**config.mk**
```make
export PLATFORM = sky130hd
export DESIGN_NAME = result_reader_flat
export DESIGN_NICKNAME = d
export VERILOG_FILES = /design/src/rtl/result_reader_if.sv /design/src/rtl/result_reader.sv /design/src/flat_wrapper.sv
export SDC_FILE = /design/constraint.sdc
export NUM_CORES = 1
export LEC_CHECK = 0
export ABC_AREA = 1
export CAP_MARGIN = 20
export CORE_ASPECT_RATIO = 0.5
export CORE_MARGIN = 5
export CORE_UTILIZATION = 35
export DETAILED_ROUTE_END_ITERATION = 7
export GPL_TIMING_DRIVEN = 0
export PLACE_DENSITY_LB_ADDON = 0.08
export SLEW_MARGIN = 10
export SYNTH_ARGS = -nofsm -noshare
export SYNTH_HDL_FRONTEND = slang
export SYNTH_SLANG_ARGS = --single-unit
```
**constraint.sdc**
```tcl
create_clock -name clk -period 2.65 [get_ports clk]
set_input_delay 0.3975 -clock clk [delete_from_list [all_inputs] [get_ports clk]]
set_output_delay 0.3975 -clock clk [all_outputs]
set_load 0.02 [all_outputs]
```
**src/rtl/result_reader_if.sv**
```systemverilog
// Read-side bus of the result reader: RAM read port plus the valid/ready result stream.
// The reader uses the master view; the RAM and the downstream sink sit on the slave view.
interface result_reader_if #(
  parameter int DATA_W = 18,
  parameter int ADDR_W = 4
);
  logic              ram_re;
  logic [ADDR_W-1:0] ram_addr;
  logic [DATA_W-1:0] ram_rdata;
  logic [DATA_W-1:0] dout;
  logic              dout_valid;
  logic              dout_ready;

  modport master (
    output ram_re,
    output ram_addr,
    input  ram_rdata,
    output dout,
    output dout_valid,
    input  dout_ready
  );

  modport slave (
    input  ram_re,
    input  ram_addr,
    output ram_rdata,
    input  dout,
    input  dout_valid,
    output dout_ready
  );
endinterface

```
**src/rtl/result_reader.sv**
```systemverilog
// Streams the result RAM out in address order through a 2-entry output FIFO with
// full valid/ready backpressure, and keeps a running checksum of the accepted words.
module result_reader #(
  parameter int DATA_W = 18,
  parameter int ADDR_W = 4,
  parameter int DEPTH  = 16,
  parameter int SUM_W  = 22
) (
  input  logic             clk,
  input  logic             reset_n,
  input  logic             start,
  result_reader_if.master  bus,
  output logic             busy,
  output logic             done,
  output logic [SUM_W-1:0] checksum
);

  localparam int CNT_W = ADDR_W + 1;
  localparam logic [CNT_W-1:0] CNT_ONE = CNT_W'(1);
  localparam logic [CNT_W-1:0] LAST_RD = CNT_W'(DEPTH - 1);
  localparam logic [CNT_W-1:0] ALL_OUT = CNT_W'(DEPTH);

  typedef enum logic [1:0] {
    ST_IDLE  = 2'd0,
    ST_READ  = 2'd1,
    ST_DRAIN = 2'd2,
    ST_DONE  = 2'd3
  } state_t;

  state_t            state_r;
  logic [CNT_W-1:0]  rd_cnt_r;
  logic [CNT_W-1:0]  out_cnt_r;
  logic [ADDR_W-1:0] last_addr_r;
  logic              busy_r;
  logic              done_r;
  logic [SUM_W-1:0]  checksum_r;

  logic              rd_pend_r;
  logic [1:0]        occ_r;
  logic [DATA_W-1:0] head_r;
  logic [DATA_W-1:0] tail_r;
  logic              valid_r;

  logic              xfer_s;
  logic              issue_s;
  logic [2:0]        load_s;
  logic [CNT_W-1:0]  out_cnt_nxt_s;
  logic [SUM_W-1:0]  checksum_nxt_s;

  // Read gating, transfer detection and next counter/checksum values.
  // A word leaving this cycle frees its slot in time for a read issued now,
  // which is what lets the stream sustain one word per cycle.
  always_comb begin
    xfer_s         = valid_r & bus.dout_ready;
    load_s         = {1'b0, occ_r} + {2'b00, rd_pend_r} - {2'b00, xfer_s};
    issue_s        = 1'b0;
    out_cnt_nxt_s  = out_cnt_r;
    checksum_nxt_s = checksum_r;
    if ((state_r == ST_READ) && (load_s < 3'd2)) begin
      issue_s = 1'b1;
    end else begin
      issue_s = 1'b0;
    end
    if (xfer_s) begin
      out_cnt_nxt_s  = out_cnt_r + CNT_ONE;
      checksum_nxt_s = checksum_r + SUM_W'(head_r);
    end else begin
      out_cnt_nxt_s  = out_cnt_r;
      checksum_nxt_s = checksum_r;
    end
  end

  assign bus.ram_re     = issue_s;
  assign bus.ram_addr   = issue_s ? rd_cnt_r[ADDR_W-1:0] : last_addr_r;
  assign bus.dout       = head_r;
  assign bus.dout_valid = valid_r;
  assign busy           = busy_r;
  assign done           = done_r;
  assign checksum       = checksum_r;

  // Run control FSM: counters, checksum, busy and the done pulse.
  always_ff @(posedge clk or negedge reset_n) begin
    if (!reset_n) begin
      state_r     <= ST_IDLE;
      rd_cnt_r    <= '0;
      out_cnt_r   <= '0;
      last_addr_r <= '0;
      busy_r      <= 1'b0;
      done_r      <= 1'b0;
      checksum_r  <= '0;
    end else begin
      done_r <= 1'b0;
      case (state_r)
        ST_IDLE: begin
          if (start) begin
            state_r    <= ST_READ;
            busy_r     <= 1'b1;
            rd_cnt_r   <= '0;
            out_cnt_r  <= '0;
            checksum_r <= '0;
          end
        end
        ST_READ: begin
          out_cnt_r  <= out_cnt_nxt_s;
          checksum_r <= checksum_nxt_s;
          if (issue_s) begin
            rd_cnt_r    <= rd_cnt_r + CNT_ONE;
            last_addr_r <= rd_cnt_r[ADDR_W-1:0];
            if (rd_cnt_r == LAST_RD) begin
              state_r <= ST_DRAIN;
            end
          end
        end
        ST_DRAIN: begin
          out_cnt_r  <= out_cnt_nxt_s;
          checksum_r <= checksum_nxt_s;
          if (out_cnt_nxt_s == ALL_OUT) begin
            state_r <= ST_DONE;
            done_r  <= 1'b1;
            busy_r  <= 1'b0;
          end
        end
        ST_DONE: begin
          state_r <= ST_IDLE;
        end
        default: begin
          state_r <= ST_IDLE;
          busy_r  <= 1'b0;
        end
      endcase
    end
  end

  // Output FIFO: head_r is the visible dout, tail_r the second slot.
  // Capture with two words already held is excluded by the read gating.
  always_ff @(posedge clk or negedge reset_n) begin
    if (!reset_n) begin
      rd_pend_r <= 1'b0;
      occ_r     <= 2'd0;
      head_r    <= '0;
      tail_r    <= '0;
      valid_r   <= 1'b0;
    end else begin
      rd_pend_r <= issue_s;
      case ({rd_pend_r, xfer_s})
        2'b10: begin
          if (occ_r == 2'd0) begin
            head_r  <= bus.ram_rdata;
            occ_r   <= 2'd1;
            valid_r <= 1'b1;
          end else begin
            tail_r <= bus.ram_rdata;
            occ_r  <= 2'd2;
          end
        end
        2'b01: begin
          head_r  <= tail_r;
          occ_r   <= occ_r - 2'd1;
          valid_r <= (occ_r != 2'd1);
        end
        2'b11: begin
          if (occ_r == 2'd1) begin
            head_r <= bus.ram_rdata;
          end else begin
            head_r <= tail_r;
            tail_r <= bus.ram_rdata;
          end
        end
        default: begin
          occ_r <= occ_r;
        end
      endcase
    end
  end

endmodule

```
**src/flat_wrapper.sv**
```systemverilog
// flat-port wrapper written by rule: the top's interface ports become plain ports
module result_reader_flat 
#(
  parameter int DATA_W = 18,
  parameter int ADDR_W = 4,
  parameter int DEPTH  = 16,
  parameter int SUM_W  = 22
)
  (clk, reset_n, start, busy, done, checksum, bus_ram_re, bus_ram_addr, bus_ram_rdata, bus_dout, bus_dout_valid, bus_dout_ready);
  result_reader_if #(.DATA_W(DATA_W), .ADDR_W(ADDR_W)) bus_i ();
  input  logic clk;
  input  logic reset_n;
  input  logic start;
  output logic busy;
  output logic done;
  output logic [SUM_W-1:0] checksum;
  output wire logic [$bits(bus_i.ram_re)-1:0] bus_ram_re;
  output wire logic [$bits(bus_i.ram_addr)-1:0] bus_ram_addr;
  input wire logic [$bits(bus_i.ram_rdata)-1:0] bus_ram_rdata;
  output wire logic [$bits(bus_i.dout)-1:0] bus_dout;
  output wire logic [$bits(bus_i.dout_valid)-1:0] bus_dout_valid;
  input wire logic [$bits(bus_i.dout_ready)-1:0] bus_dout_ready;
  assign bus_ram_re = bus_i.ram_re;
  assign bus_ram_addr = bus_i.ram_addr;
  assign bus_i.ram_rdata = bus_ram_rdata;
  assign bus_dout = bus_i.dout;
  assign bus_dout_valid = bus_i.dout_valid;
  assign bus_i.dout_ready = bus_dout_ready;
  result_reader #(.DATA_W(DATA_W), .ADDR_W(ADDR_W), .DEPTH(DEPTH), .SUM_W(SUM_W)) u_core (.clk(clk), .reset_n(reset_n), .start(start), .bus(bus_i), .busy(busy), .done(done), .checksum(checksum));
endmodule
```
-- Word level (Yosys, flattened, before mapping)
Index checks and enable logic that the tools add are counted.
- flip-flop bits (word level): 80
- output and inout bits: 48
- word-level logic and storage cells: 86
- $add $sub $neg: 6
- order comparisons: 1
- equal/unequal tests: 18
- muxes and demuxes: 30
- bitwise logic cells: 1
- reductions and logical operators: 18
- operator list (cell ; count):
    two-way mux 18 bit ; 4
    one-hot mux 18 bit (3 select lines) ; 1
    two-way mux 22 bit ; 2
    one-hot mux 22 bit (2 select lines) ; 1
    one-hot mux 18 bit (2 select lines) ; 1
    adder 22 x 18 -> 22 bit ; 1
    one-hot mux 5 bit (2 select lines) ; 2
    two-way mux 5 bit ; 3
    AND reduction 3 bit ; 4
    adder 5 x 1 -> 5 bit (second input constant) ; 2
    two-way mux 2 bit ; 5
    inequality test 2 x 1 -> 1 bit (second input constant) ; 5
    nonzero test 2 bit ; 5
    equality test 2 bit (second input constant) ; 4
    inequality test 2 bit (second input constant) ; 4
    one-hot mux 2 bit (4 select lines) ; 1
    equality test 2 x 1 -> 1 bit (second input constant) ; 3
    two-way mux 1 bit ; 6
    AND reduction 2 bit ; 3
    equality test 5 x 4 -> 1 bit (second input constant) ; 1
    equality test 5 bit (second input constant) ; 1
    logical NOT 2 bit ; 2
    two-way mux 4 bit ; 1
    one-hot mux 1 bit (2 select lines) ; 2
    other kinds (10) ; 10

-- Logic depth before layout (Yosys ltp)
Gate-level depths: netlist of the first run.
- word-level depth: 7
- mapped depth: 13

-- Least setup slack after synthesis of the first run
No wires, ideal clock.
- kind: reg-to-output
- from: reg u_core.valid_r (netlist: u_core.bus.dout_valid)
- to: out bus_ram_addr[1]
- arrival: 2.458 ns
- required time: 2.253 ns
- path slack: -0.206 ns
- stages on the path, launching flop included: 11
- buffers on the path: 1
- cell sequence: dfrtp_1 > nand2_2 > nor2_2 > inv_1 > nand2_1 > nand2_1 > fa_1 > xnor2_1 > nand3_1 > clkbuf_1 > o21ai_0
- longest elaborated chain between the ends: 6
- RTL lines (element ; RTL line ; RTL):
    from (decl) ; result_reader.sv:42 ; logic valid_r;
    from (signal assigned) ; result_reader.sv:159 ; valid_r <= (occ_r != 2'd1);
    AND 1 bit ; result_reader.sv:54 ; xfer_s = valid_r & bus.dout_ready;
    subtractor 3 x 1 -> 3 bit ; result_reader.sv:55 ; load_s = {1'b0, occ_r} + {2'b00, rd_pend_r} - {2'b00, xfer_s};
    less-than comparator 3 x 2 -> 1 bit ; result_reader.sv:59 ; if ((state_r == ST_READ) && (load_s < 3'd2)) begin
    logical AND 1 bit ; result_reader.sv:59 ;
    two-way mux 1 bit ; result_reader.sv:59 ;
    two-way mux 4 bit ; - ;
    to (decl) ; flat_wrapper.sv:18 ; output wire logic [$bits(bus_i.ram_addr)-1:0] bus_ram_addr;
Every way passes these cells.

-- Worst setup path after layout of the first run
- from: reg u_core.valid_r (netlist: u_core.bus.dout_valid)
- to: out bus_ram_addr[3]
The elaborated chain is that of the path after synthesis.

==> results_dict.tcl, run 1 <==
set metrics [dict create \
    worstMarginPinSlew_ns 0.404 \
    area_growth_syn_to_layout_pct 30.8 \
    htree_num_levels 3 \
    endpoint "bus_ram_addr[3]" \
    final_nets 796 \
    dr.pass1.iters 4 \
    grt_usage 0.168 \
    ys_types 40 \
    power_density_nw_per_um2 594 \
    ys_seq_elements 80 \
    startpoint "u_core.bus.dout_valid$_DFFE_PN0P_" \
    boundaryPins 70 \
    place_inst 916 \
    crit_fanout 5 \
    comb_power_share 0.254 \
    vdd_ir_drop_max_mv 0.346 \
    hold_path_depth 1 \
    timing.rr.start "u_core.bus.dout[0]$_DFFE_PN0P_" \
    slew_violations 0 \
    clock-skew-final_ns 0.0114 \
    crit_path_cell_trace "nand2_4 > nor2_4 > inv_2 > nand2_2 > nand2_2 > fa_2 > xnor2_2 > nand3_2 > buf_8 > o21ai_4 > buf_6" \
    routabilityCongestion 0.807 \
    clk_latency_ns 0.34 \
    synth_nets 705 \
    dp_hpwl_microns 10000 \
    cp.required_ns 2.25 \
    hold_class "register to register" \
    antenna_found_initial 0 \
    maxSlewHeadroom 0.730 \
    p_leak_nw 3.26 \
    port-buffer-count 69 \
    cts_tree "built" \
    grt_pass1_vias 4405 \
    syn_avg_cell_area_sq_um 7.43 \
    final_common_cell "nand2_1" \
    drc 0 \
    cpPeakStageDelay_ns 0.41 \
    crit_path_start_kind "register" \
    clock.fmax_ghz 0.371 \
    ys.flop_type "dfrtp_1" \
    grt_pass1_wl_microns 22100 \
    overflow 0 \
    vias_per_cell 4.73 \
    r2r-end "u_core.checksum[16]$_DFFE_PN0P_" \
    dieHeight_microns 93.3 \
    fill_cells 1449 \
    coreArea_sq_um 13600 \
    finalHoldViolCount 0 \
    dieWidth_microns 177 \
    layout-drive-gt1-share 0.107 \
    cts_buffers 9 \
    ys_seq_area_frac 0.412 \
    worstPathArrival_ns 2.30 \
    layoutNonFillerInstCount 942 \
    die-area_sq_um 16500 \
    avgRoutedWirePerCell_microns 13.9 \
    critPathSlowestCell "dfrtp_1" \
    ys_async_sr_fraction 1.00 \
    period_needed_ns 2.69 \
    period_share 1.02 \
    p_seq_frac 0.352 \
    drt-initial-drc-count 217 \
    p_int_w 0.00253 \
    regArea_sq_um 2000 \
    final_core_util 0.468 \
    power.share.clock 0.394 \
    outcome "finished with violations" \
    swShare 0.330 \
    timing.reg2reg.setup_slack_ns 0.48 \
    multi_input_area_sq_um 2550 \
    initial_core_util 0.358 \
    syn-cell-area_sq_um 4860 \
    route.vias.total 4453 \
    syn_inst 654 \
    end_kind "output port" \
    violations "setup timing" \
    cts_sinks 80 \
    antenna_cells 0 \
    rsz0062_at_grt "yes" \
    r2r_cells 10 \
    clk_pin_slew_ns 0.07 \
    layout_common_cells "nand2_1 (203), dfrtp_1 (79), inv_1 (77)" \
    cts-root-buf "clkbuf_16" \
    ys.warnings.count 0 \
    switchingPower_w 0.00124 \
    core.rowCount 30 \
    worstSetupPathType "register to output port" \
    grt_max_degree 62 \
    clock_path_buffers 2 \
    ant_nets 0 \
    maxCapViolations 0 \
    synth_edf_count 0 \
    finalSetupViolCount 4 \
    fin_ws_ns -0.0442 \
    min_from "u_core.rd_cnt_r[3]$_DFFE_PN0P_" \
    worst_path_most_repeated_cell "nand2_2" \
    finalWirelength_microns 13100 \
]
-- power by group through the flow --
stage	Sequential, W	Combinational [W]	Clock (W)
after global placement	0.00135	0.000943	0
after detailed placement	0.00135	0.000960	0
after CTS	0.00133	0.000966	0.00152
after floorplan	0.00138	0.000568	0
after global routing	0.00134	0.00107	0.00157
final	0.00133	0.000958	0.00149
-- synthesized netlist by cell type (3+ instances only) --
| cell type | instances | area (sq um) |
|---|---|---|
| nand2_1 | 211 | 792 |
| dfrtp_1 | 80 | 2000 |
| inv_1 | 79 | 297 |
| nor2_1 | 51 | 191 |
| nand3_1 | 48 | 240 |
| a21oi_1 | 39 | 195 |
| ha_1 | 27 | 338 |
| o21ai_0 | 26 | 130 |
| o211ai_1 | 18 | 135 |
| buf_2 | 8 | 40.0 |
| nand2_2 | 5 | 31.3 |
| o21ai_1 | 5 | 25.0 |
| o22ai_1 | 5 | 31.3 |
| nand4_1 | 4 | 25.0 |
| xnor2_1 | 4 | 35.0 |
| and2_1 | 3 | 18.8 |
| clkbuf_1 | 3 | 11.3 |
| inv_2 | 3 | 11.3 |
| nand3b_1 | 3 | 22.5 |
| nor3_1 | 3 | 15.0 |
| o21a_1 | 3 | 22.5 |
-- registers in the layout (all words and copies together), names as in the netlist --
register	cells
u_core.rd_pend_r	1
u_core.done	1
u_core.busy	1
u_core.last_addr_r	4
u_core.checksum	22
u_core.bus.dout	18
u_core.out_cnt_r	5
u_core.occ_r	2
u_core.bus.dout_valid	1
u_core.state_r	2
u_core.rd_cnt_r	5
u_core.tail_r	18
-- worst min-delay path by stage --
stage,slack [ns],end
6_report,0.48,u_core.rd_cnt_r[3]$_DFFE_PN0P_
4_1_cts,0.49,u_core.last_addr_r[0]$_DFFE_PN0P_
3_5_place_dp,0.32,u_core.done$_DFF_PN0_
3_3_place_gp,0.45,u_core.rd_cnt_r[3]$_DFFE_PN0P_
5_1_grt,0.53,u_core.last_addr_r[1]$_DFFE_PN0P_
2_1_floorplan,0.10,u_core.bus.dout[0]$_DFFE_PN0P_
-- critical path: cells and delay by family (launching register included) --
family / cells / cell delay [ns]
XOR/XNOR: 1 / 0.21
buffers and inverters: 3 / 0.37
flip-flops: 1 / 0.41
AND/OR/NAND/NOR: 5 / 0.48
AO/OA/AOI/OAI: 1 / 0.12
adder cells (fa/ha/maj): 1 / 0.36
-- routing by layer --
layer,up-vias,GRT usage,part of all wire,routed length (microns)
met2,56,0.276,0.46,5980
met5,-,0,0,0
li1,2308,-,-,-
met3,9,0.0368,0.041,542
met4,0,0.0328,0.0082,108
met1,2080,0.230,0.49,6480
-- layout make-up --
type / count / area share
Multi-Input combinational cell: 477 / 0.402
Sequential cell: 80 / 0.315
Timing Repair Buffer: 80 / 0.126
Inverter: 83 / 0.0490
Tap cell: 192 / 0.0378
Clock buffer: 10 / 0.0376
Clock inverter: 6 / 0.0181
Buffer: 14 / 0.0146
-- through the flow --
step	power (W)	TNS [ns]	hold WS [ns]	setup slack (ns)	instance area, sq um
after global routing	0.00398	-0.666	0.529	-0.183	6360
after CTS	0.00382	-0.144	0.485	-0.0469	6290
after detailed placement	0.00231	-6.53	0.315	-1.08	5820
after global placement	0.00230	-163.15	0.454	-1.97	5800
final	0.00378	-0.119	0.482	-0.0442	6360
after floorplan	0.00194	0	0.102	0.0160	4870
-- timing repair --
action,CTS,global route
resized for setup,45,15
setup buffers,5,3
hold buffers,1,0
endpoints found under the hold margin,19,0
pin swaps,6,7
endpoints found under the setup margin,5,5
gates cloned,1,0
-- kinds of logic after synthesis --
| group | after synthesis | synth area share |
|---|---|---|
| AND/OR/NAND/NOR | 335 | 0.286 |
| AO/OA/AOI/OAI | 106 | 0.129 |
| XOR/XNOR | 6 | 0.0124 |
| flip-flops | 80 | 0.412 |
| multiplexers | 1 | 0.00232 |
| adder cells (fa/ha/maj) | 29 | 0.0777 |
| buffers and inverters | 97 | 0.0808 |
Note: power is estimated with default switching activity, not from simulation.
==> run 2, diff against run 1 <==
--- a/config.mk
+++ b/config.mk
@@ -9,8 +9,10 @@
 export CAP_MARGIN = 20
 export CORE_ASPECT_RATIO = 0.5
 export CORE_MARGIN = 5
-export CORE_UTILIZATION = 35
+export CORE_UTILIZATION = 45
+export CTS_CLUSTER_SIZE = 14
 export DETAILED_ROUTE_END_ITERATION = 7
+export GPL_ROUTABILITY_DRIVEN = 0
 export GPL_TIMING_DRIVEN = 0
 export PLACE_DENSITY_LB_ADDON = 0.08
 export SLEW_MARGIN = 10
==> results_dict.tcl, run 2 (synthesis results as in run 1) <==
set metrics [dict create \
    worst_path_most_repeated_cell "nand2_2" \
    period_needed_ns 2.67 \
    crit_path_cell_trace "nor2_4 > inv_2 > nand2_2 > nand2_2 > fa_2 > xnor2_2 > nand3_2 > buf_8 > o21ai_2 > buf_6" \
    crit_fanout 5 \
    fin_ws_ns -0.0171 \
    cp_top_family "flip-flops" \
    boundaryPins 70 \
    grt_max_degree 64 \
    critPathSlowestCell "dfrtp_2" \
    cp.required_ns 2.25 \
    grt_pass1_wl_microns 20900 \
    clock_path_buffers 2 \
    rsz0062_at_grt "yes" \
    worst_hold_path.endpoint "u_core.rd_cnt_r[3]$_DFFE_PN0P_" \
    r2r_cells 15 \
    largest_reg_flops 22 \
    layout_common_cells "nand2_1 (202), dfrtp_1 (78), inv_1 (77)" \
    htree_num_levels 3 \
    clock-skew-final_ns 0.00692 \
    pre_cts_ws_ns -1.03 \
    route.vias.total 4453 \
    clock.fmax_ghz 0.375 \
    crit_path_start_kind "register" \
    finalWirelength_microns 12500 \
    layout-drive-gt1-share 0.113 \
    finalSetupViolCount 3 \
    dieHeight_microns 83.5 \
    violations "setup timing" \
    die-area_sq_um 13100 \
    clk_pin_slew_ns 0.06 \
    initial_core_util 0.468 \
    port-buffer-count 69 \
    p_leak_nw 3.27 \
    end_kind "output port" \
    worstSetupPathType "register to output port" \
    area_growth_syn_to_layout_pct 29.4 \
    timing.reg2reg.setup_slack_ns 0.34 \
    coreArea_sq_um 10400 \
    cts_tree "built" \
    antenna_cells 0 \
    outcome "finished with violations" \
    drc 0 \
    maxCapViolations 0 \
    period_share 1.01 \
    slew_violations 0 \
    hold_class "register to register" \
    vias_per_cell 4.98 \
    drt-initial-drc-count 157 \
    dr.pass1.iters 4 \
    antenna_found_initial 0 \
    ant_nets 0 \
    overflow 0 \
    worstMarginPinSlew_ns 0.411 \
    dp_hpwl_microns 9350 \
    cts_sinks 80 \
    hold_path_depth 1 \
    maxSlewHeadroom 0.726 \
    dieWidth_microns 157 \
    hold_ws_ns 0.471 \
    timing.rr.start "u_core.rd_pend_r$_DFF_PN0_" \
    final_common_cell "nand2_1" \
    final_nets 801 \
    avgRoutedWirePerCell_microns 13.9 \
    cpPeakStageDelay_ns 0.46 \
    cts-root-buf "clkbuf_16" \
    vdd_ir_drop_max_mv 0.452 \
    core.rowCount 26 \
    clk_latency_ns 0.34 \
    tns_ns -0.0402 \
    power_density_nw_per_um2 578 \
    finalHoldViolCount 0 \
    worstPathArrival_ns 2.27 \
    r2r-end "u_core.state_r[0]$_DFFE_PN0P_" \
    cts_buffers 9 \
    grt_pass1_vias 4261 \
    cp.buffers_inverters 3 \
    min_from "u_core.rd_cnt_r[3]$_DFFE_PN0P_" \
    grt_usage 0.197 \
]
## run 2: worst reg2reg max path, stage by stage (launching register included)
cell and delay [ns]:
dfrtp_2 0.46, nor2_4 0.14, inv_2 0.06, nand2_2 0.06
nand2_2 0.06, fa_2 0.35, xnor2_2 0.16, buf_4 0.13
buf_4 0.12, buf_4 0.12, buf_4 0.12, buf_4 0.12
nand3_1 0.06, nand2_1 0.10, nand4_1 0.11, nand2_1 0.05
## run 2: power by group
group	internal, W	switching, W
clock	0.000856	0.000509
combinational	0.000303	0.000638
sequential	0.00128	0.0000556
## run 2: cell type report
type / instances / area [sq um]
plain buffers: 14 / 92.6
clock buffers: 12 / 246
clock inverters: 4 / 77.6
fillers: 961 / 4090
inverters: 83 / 312
multi-input cells: 477 / 2550
flip-flops and latches: 80 / 2000
well taps: 140 / 175
repair buffers: 85 / 833
## run 2: how the worst max path moves through the flow
stage          slack, ns  cells after the start                         startpoint                                 to
3_5_place_dp       -1.03                     13                     bus_dout_ready                    bus_ram_addr[3]
5_1_grt            -0.12                     10         u_core.rd_pend_r$_DFF_PN0_                    bus_ram_addr[2]
4_1_cts           -0.008                     12  u_core.bus.dout_valid$_DFFE_PN0P_                    bus_ram_addr[3]
3_3_place_gp       -1.81                      1                            reset_n  u_core.last_addr_r[1]$_DFFE_PN0P_
6_report           -0.02                     10         u_core.rd_pend_r$_DFF_PN0_                    bus_ram_addr[2]
2_1_floorplan       0.02                     10  u_core.bus.dout_valid$_DFFE_PN0P_                    bus_ram_addr[1]
## run 2: metal layers
| metal | routed length (microns) | track usage |
|---|---|---|
| met2 | 5700 | 0.309 |
| met4 | 96 | 0.0425 |
| met1 | 6010 | 0.273 |
| met3 | 652 | 0.0559 |
| met5 | 0 | 0 |
## run 2: metrics by stage
stage,instances,utilization,power [W],instance area [sq um]
4_1_cts,891,0.597,0.00366,6190
5_1_grt,895,0.606,0.00385,6290
2_1_floorplan,654,-,0.00194,4870
6_report,895,0.606,0.00364,6290
3_5_place_dp,864,0.555,0.00229,5760
3_3_place_gp,863,0.552,0.00228,5730
## run 2: repair_timing
item / CTS / global route
setup buffers: 9 / 4
gates resized for setup: 35 / 23
hold buffers: 1 / 0
pin swaps: 5 / 6
endpoints found under the hold margin: 17 / 0
cloned: 1 / 0
setup endpoints to repair: 5 / 5
==> run 3, diff against run 2 <==
--- a/config.mk
+++ b/config.mk
@@ -6,7 +6,6 @@
 export NUM_CORES = 1
 export LEC_CHECK = 0
 export ABC_AREA = 1
-export CAP_MARGIN = 20
 export CORE_ASPECT_RATIO = 0.5
 export CORE_MARGIN = 5
 export CORE_UTILIZATION = 45
@@ -15,7 +14,6 @@
 export GPL_ROUTABILITY_DRIVEN = 0
 export GPL_TIMING_DRIVEN = 0
 export PLACE_DENSITY_LB_ADDON = 0.08
-export SLEW_MARGIN = 10
 export SYNTH_ARGS = -nofsm -noshare
 export SYNTH_HDL_FRONTEND = slang
 export SYNTH_SLANG_ARGS = --single-unit
==> results_dict.tcl, run 3 (synthesis results as in run 1) <==
set metrics [dict create \
    outcome "completed" \
    dr.pass1.iters 4 \
    largest_reg_flops 22 \
    power_w 0.00353 \
    timing.rr.start "u_core.rd_pend_r$_DFF_PN0_" \
    startpoint "u_core.rd_pend_r$_DFF_PN0_" \
    route.vias.total 4458 \
    drc 0 \
    grt_usage 0.199 \
    final_common_cell "nand2_1" \
    layout_common_cells "nand2_1 (205), dfrtp_1 (78), inv_1 (77)" \
    cts_buffers 9 \
    dieHeight_microns 83.5 \
    ant_nets 0 \
    p_seq_frac 0.379 \
    dieWidth_microns 157 \
    switchingPower_w 0.00119 \
    period_share 0.999 \
    clk_pin_slew_ns 0.06 \
    boundaryPins 70 \
    clock-skew-final_ns 0.00841 \
    finalHoldViolCount 0 \
    swShare 0.338 \
    tns_ns 0 \
    area_growth_syn_to_layout_pct 28.5 \
    place_inst 864 \
    p_int_w 0.00233 \
    cts-root-buf "clkbuf_16" \
    vdd_ir_drop_max_mv 0.466 \
    multi_input_area_sq_um 2540 \
    antenna_found_initial 0 \
    r2r_cells 16 \
    drt-initial-drc-count 165 \
    hold_ws_ns 0.456 \
    crit_path_start_kind "register" \
    cts_sinks 80 \
    slew_violations 0 \
    die-area_sq_um 13100 \
    initial_core_util 0.468 \
    htree_num_levels 3 \
    period_needed_ns 2.65 \
    clock.fmax_ghz 0.378 \
    power.share.clock 0.356 \
    cts_tree "built" \
    grt_max_degree 69 \
    cp.required_ns 2.25 \
    end_kind "output port" \
    clk_latency_ns 0.34 \
    finalSetupViolCount 0 \
    worstPathArrival_ns 2.25 \
    grt_pass1_wl_microns 21000 \
    finalWirelength_microns 12500 \
    grt_pass1_vias 4349 \
    r2r-end "u_core.state_r[1]$_DFFE_PN0P_" \
    rsz0062_at_grt "yes" \
    timing.reg2reg.setup_slack_ns 0.33 \
    hold_class "primary input to async pin" \
    worstMarginPinSlew_ns 0.390 \
    maxSlewHeadroom 0.740 \
    dp_hpwl_microns 9400 \
    coreArea_sq_um 10400 \
    p_leak_nw 3.25 \
    final_nets 799 \
    final_core_util 0.602 \
    core.rowCount 26 \
    regArea_sq_um 2000 \
    crit_fanout 5 \
    avgRoutedWirePerCell_microns 14.0 \
    maxCapViolations 0 \
    fill_cells 986 \
    clock_path_buffers 2 \
    port-buffer-count 69 \
    overflow 0 \
    layoutNonFillerInstCount 893 \
    power_density_nw_per_um2 565 \
    worstSetupPathType "register to output port" \
    comb_power_share 0.266 \
    layout-drive-gt1-share 0.108 \
    vias_per_cell 4.99 \
    antenna_cells 0 \
]
-- run 3: worst max path at each step --
stage / end / depth (start not counted)
after floorplan: bus_ram_addr[1] / 10
after global placement: u_core.last_addr_r[1]$_DFFE_PN0P_ / 1
after detailed placement: bus_ram_addr[3] / 13
after CTS: bus_ram_addr[3] / 12
after global routing: bus_ram_addr[3] / 10
final: bus_ram_addr[3] / 10
-- run 3: per-layer routing --
metal  routed length (microns)  GRT usage
met4                        93     0.0370
met2                      5740      0.321
met5                         0          0
met1                      6050      0.272
met3                       585     0.0523
-- run 3: critical path, stage by stage, from the launching register on --
cell,delay (ns)
dfrtp_2,0.44
nor2_4,0.13
inv_2,0.06
nand2_2,0.07
nand2_2,0.06
fa_2,0.35
xnor2_2,0.24
nand3_4,0.14
buf_8,0.17
o21ai_4,0.13
buf_6,0.13
-- run 3: timing repair --
item                                   4_1_cts  5_1_grt
setup endpoints to repair                    5        5
endpoints found under the hold margin       12        0
hold buffers                                 1        0
buffers inserted                             9        2
gates cloned                                 1        0
pin swaps                                    5        4
resized for setup                           36       20
-- run 3: metrics by stage --
| stage | worst slack (ns) | area (sq um) |
|---|---|---|
| 2_1_floorplan | 0.0160 | 4870 |
| 3_3_place_gp | -1.81 | 5730 |
| 3_5_place_dp | -1.05 | 5760 |
| 4_1_cts | -0.00904 | 6170 |
| 5_1_grt | -0.0969 | 6250 |
| 6_report | 0.00190 | 6250 |
-- run 3: power groups by stage --
stage	combinational, W	clock, W	sequential (W)
3_5_place_dp	0.000930	0	0.00135
4_1_cts	0.000940	0.00128	0.00133
5_1_grt	0.00106	0.00134	0.00134
2_1_floorplan	0.000568	0	0.00138
6_report	0.000937	0.00125	0.00134
3_3_place_gp	0.000922	0	0.00135
-- run 3: final cells by class --
cell class,count,share of cell area
Inverter,83,0.0499
Timing Repair Buffer,83,0.131
Multi-Input combinational cell,477,0.407
Buffer,14,0.0148
Sequential cell,80,0.321
Clock buffer,11,0.0389
Tap cell,140,0.0280
Clock inverter,5,0.00901
==> edit 1 (settings of run 2) <==
`ADDR_W` is set to 4 in 3 places; all go to 3.
--- a/src/rtl/result_reader_if.sv
+++ b/src/rtl/result_reader_if.sv
@@ -3,5 +3,5 @@
 interface result_reader_if #(
   parameter int DATA_W = 18,
-  parameter int ADDR_W = 4
+  parameter int ADDR_W = 3
 );
   logic              ram_re;
--- a/src/rtl/result_reader.sv
+++ b/src/rtl/result_reader.sv
@@ -3,5 +3,5 @@
 module result_reader #(
   parameter int DATA_W = 18,
-  parameter int ADDR_W = 4,
+  parameter int ADDR_W = 3,
   parameter int DEPTH  = 16,
   parameter int SUM_W  = 22
--- a/src/flat_wrapper.sv
+++ b/src/flat_wrapper.sv
@@ -3,5 +3,5 @@
 #(
   parameter int DATA_W = 18,
-  parameter int ADDR_W = 4,
+  parameter int ADDR_W = 3,
   parameter int DEPTH  = 16,
   parameter int SUM_W  = 22
Interface: changed (resized bus_ram_addr); port bits go from 70 to 69. No check against the original RTL was run, so the function may have changed too.
==> edit 1 against run 2 <==
Register-to-register slack better by 0.02 ns. Sequential cell count down 3. Total power up 0.65%. Cell area down 2.8%. Routed wire length down 2.4%. Hold slack worse by 0.014 ns. Critical path depth up 1. Worst setup slack better by 0.065 ns. First-iteration DRC count up 2.5%. Global-route usage down 0.18 points. Synthesized area down 1.7%.
==> edit 1: results <==
[outcome]
outcome = "completed"

[critical_path]
path_max_fanout = 7
worst_path_max_delay_cell = "fa_2"
crit_arrival_ns = 2.20
rr_worst_depth = 12
cp_top_family = "simple AND/OR/NAND/NOR gates"

[route]
wl_per_cell_um = 13.9
wl_met3_um = 575
dr_total_vias = 4296
wl_met2_mm = 5.47
drt-initial-drc-count = 161
routed_via_density = 4.92
met1_length_mm = 6.01

[global_routing]
grt_use_met1 = 0.277
grt_pass1_wl_mm = 20.4
grtUsageMet2 = 0.308
grt_pass1_vias = 4140

[clocking]
path_clk_slew_ns = 0.07

[synthesis]
synth_compound_area_frac = 0.131
syn_area_per_cell_um2 = 7.47
ys_top_cells_by_count = "nand2_1, inv_1, dfrtp_1, nor2_1, nand3_1"
synth_mux_area_frac = 0
ys_types = 41
yosys.area_share.adder = 0.0764
synth.area.top_cells = "dfrtp_1, nand2_1, ha_1"
synth_fp_nets = 690

[placement]
placed_area_mm2 = 0.00570
portBuffers = 68
dp_slack_ns = -0.945
dp_hpwl_mm = 9.30
dp.cells = 849

[power_and_ir_drop]
netSwitchingPower_uw = 1240
p_comb_frac = 0.290
p_comb_uw = 1060
ir_drop_mv = 0.446
power_leakage_uw = 0.00317

[final_layout]
layout-drive-gt1-share = 0.117
nNetsFinal = 778

[hold_path]
hold_path.class = "in2async"

[sta]
tightest_slew_ns = 0.466
finClkSkew_ns = 0.00809
edit 1: cell types whose count changed after synthesis, moves of 3 or more:
cell and change:
o21ai_0 +3, nand3_1 -6, xor2_1 +3, nand2_2 +9
and2_1 -3, nand2_1 -21, dfrtp_1 -3, inv_1 +6
nor2_1 +5
edit 1: final cells by class:
cell class,instances,area (um2)
flip-flops and latches,77,1930
multi-input cells,459,2490
fillers,982,4160
inverters,90,343
well taps,140,175
repair buffers,77,769
plain buffers,14,101
clock inverters,6,70.1
clock buffers,10,239
edit 1: worst paths after layout:
kind / startpoint / endpoint / slack [ns]
max: u_core.bus.dout_valid$_DFFE_PN0P_ / bus_ram_addr[2] / 0.05
min: reset_n / u_core.checksum[5]$_DFFE_PN0P_ / 0.46
min reg2reg: u_core.busy$_DFFE_PN0P_ / u_core.busy$_DFFE_PN0P_ / 0.48
max reg2reg: u_core.bus.dout_valid$_DFFE_PN0P_ / u_core.state_r[0]$_DFFE_PN0P_ / 0.36
min in group clk: u_core.busy$_DFFE_PN0P_ / u_core.busy$_DFFE_PN0P_ / 0.48
max in group asynchronous: reset_n / u_core.rd_pend_r$_DFF_PN0_ / 1.58
edit 1: logic make-up (layout without fill, tap and decap cells):
logic type / after synthesis / after routing
AND/OR/NAND/NOR: 321 / 321
AO/OA/AOI/OAI: 104 / 104
buffers and inverters: 104 / 197
flip-flops: 77 / 77
adder cells (fa/ha/maj): 28 / 28
XOR/XNOR: 6 / 6
edit 1: timing repair:
| item | in CTS | in global routing |
|---|---|---|
| setup endpoints to repair | 4 | 4 |
| resized for setup | 38 | 3 |
| hold endpoints to repair | 14 | 0 |
| hold buffers | 1 | 0 |
| buffers inserted | 7 | 0 |
| pin swaps | 8 | 4 |
==> edit 2 (settings of run 2) <==
Made on the original files. Re-encode `state_t` (4 states) as one-hot, 4 bits wide.
--- a/src/rtl/result_reader.sv
+++ b/src/rtl/result_reader.sv
@@ -21,9 +21,9 @@
   localparam logic [CNT_W-1:0] ALL_OUT = CNT_W'(DEPTH);
 
-  typedef enum logic [1:0] {
-    ST_IDLE  = 2'd0,
-    ST_READ  = 2'd1,
-    ST_DRAIN = 2'd2,
-    ST_DONE  = 2'd3
+  typedef enum logic [3:0] {
+    ST_IDLE  = 4'b0001,
+    ST_READ  = 4'b0010,
+    ST_DRAIN = 4'b0100,
+    ST_DONE  = 4'b1000
   } state_t;
 
Check against the original RTL: no difference found for any inputs over 10 cycles, from zero or initial values and one cycle with reset_n low; not proved beyond that.
==> edit 2 against run 2 <==
The run still ends with setup timing left. Worst setup slack lost 0.042 ns. Combinational power shrank 33%. Synthesized area grew 0.98%. Hold slack gained 0.021 ns. Sequential cell count grew 2. Cell area grew 1.5%. Total power shrank 10%. Synthesized cell count grew 1.8%. Count of clock-buffer cells in the layout shrank 1. Routed wire length grew 4.6%. Critical path type unchanged. Highest routed layer unchanged.
==> edit 2: results <==
[outcome]
outcome = "complete, but fails checks"
violations = "setup timing"

[synthesis]
syn_area_per_cell_um2 = 7.37
synth_fp_nets = 713
ys_types = 37
synth.area.top_cells = "dfrtp_1, nand2_1, inv_1"

[power_and_ir_drop]
ir_drop_mv = 0.489
power_leakage_uw = 0.00334

[hold_path]
hold_path.class = "in2async"

[final_layout]
nFlopsAndLatches = 82
multi_input_area_share = 0.393
multiInputGateArea_mm2 = 0.00251
layout.non_clock_buffers = 106
clk_share = 0.0478
buffer_area_frac = 0.153
nNonClkInverters = 95
area_growth_pct = 30.1

[placement]
dp_hpwl_mm = 9.57
dp.cells = 876
placed_area_mm2 = 0.00581

[route]
dr_total_vias = 4546
drt-initial-drc-count = 201
dr.pass1.iters = 5
drt-total-wl_mm = 13.0

[critical_path]
crit_end = "bus_ram_addr[3]"
r2r_start = "u_core.bus.dout_valid$_DFFE_PN0P_"
regToRegSetupSlack_ns = 0.13
crit_arrival_ns = 2.31
timing.rr.end = "u_core.occ_r[1]$_DFFE_PN0N_"

[global_routing]
met3_usage = 0.0487
grtUsageTotal = 0.206
grt_pass1_wl_mm = 21.8

[sta]
finClkSkew_ns = 0.00837
holdWs_ns = 0.492
fin_ws_ns = -0.0587
tns_ns = -0.184
finalSetupViolCount = 4
slew_headroom = 0.676
## edit 2: cell types whose count changed in the layout (fill, tap and decap cells not counted), moves of 3 or more
cell     before  now
nor2_1       51   67
a21oi_1      39   32
nand2_4       3    6
ha_1         27   23
buf_4        15   22
nand2_2      11    5
xnor2_1       3    6
nand3_1      47   36
nor2_2        1    4
xor2_1        1    5
o21ai_2       3   10
o21ai_1       5    1
inv_1        77   91
## edit 2: worst min path at each step
stage | endpoint | cells after the start | from
after floorplan | u_core.bus.dout[0]$_DFFE_PN0P_ | 0 | reset_n
after global placement | u_core.last_addr_r[2]$_DFFE_PN0P_ | 2 | u_core.last_addr_r[2]$_DFFE_PN0P_
after detailed placement | u_core.last_addr_r[0]$_DFFE_PN0P_ | 1 | reset_n
after CTS | u_core.busy$_DFFE_PN0P_ | 2 | u_core.busy$_DFFE_PN0P_
after global routing | u_core.state_r[2]$_DFFE_PN0P_ | 2 | reset_n
final | u_core.last_addr_r[0]$_DFFE_PN0P_ | 2 | reset_n
## edit 2: kinds of logic after synthesis
group / share of synthesized area
mux: 0.00229
flops: 0.418
fa+ha+maj: 0.0668
compound gates: 0.126
xor+xnor: 0.0196
buf+inv: 0.0885
simple gates: 0.279
## edit 2: per-layer routing
layer | up-vias | share of wire
met4 | 0 | 0.0037
met5 | - | 0
li1 | 2325 | -
met2 | 80 | 0.47
met1 | 2137 | 0.49
met3 | 4 | 0.033
## edit 2: what timing repair did
action                                  in CTS  in global routing
hold endpoints to repair                    20                  0
pin swaps                                    7                  7
endpoints found under the setup margin       5                  6
buffers inserted                            20                  2
gates resized for setup                     50                 10
gates cloned                                 1                  0
hold buffers                                 1                  0
## edit 2: power breakdown
group          switching, uW  internal [uW]  total (uW)
Combinational            428            203         631
Sequential              39.8           1300        1340
Clock                    531            762        1290
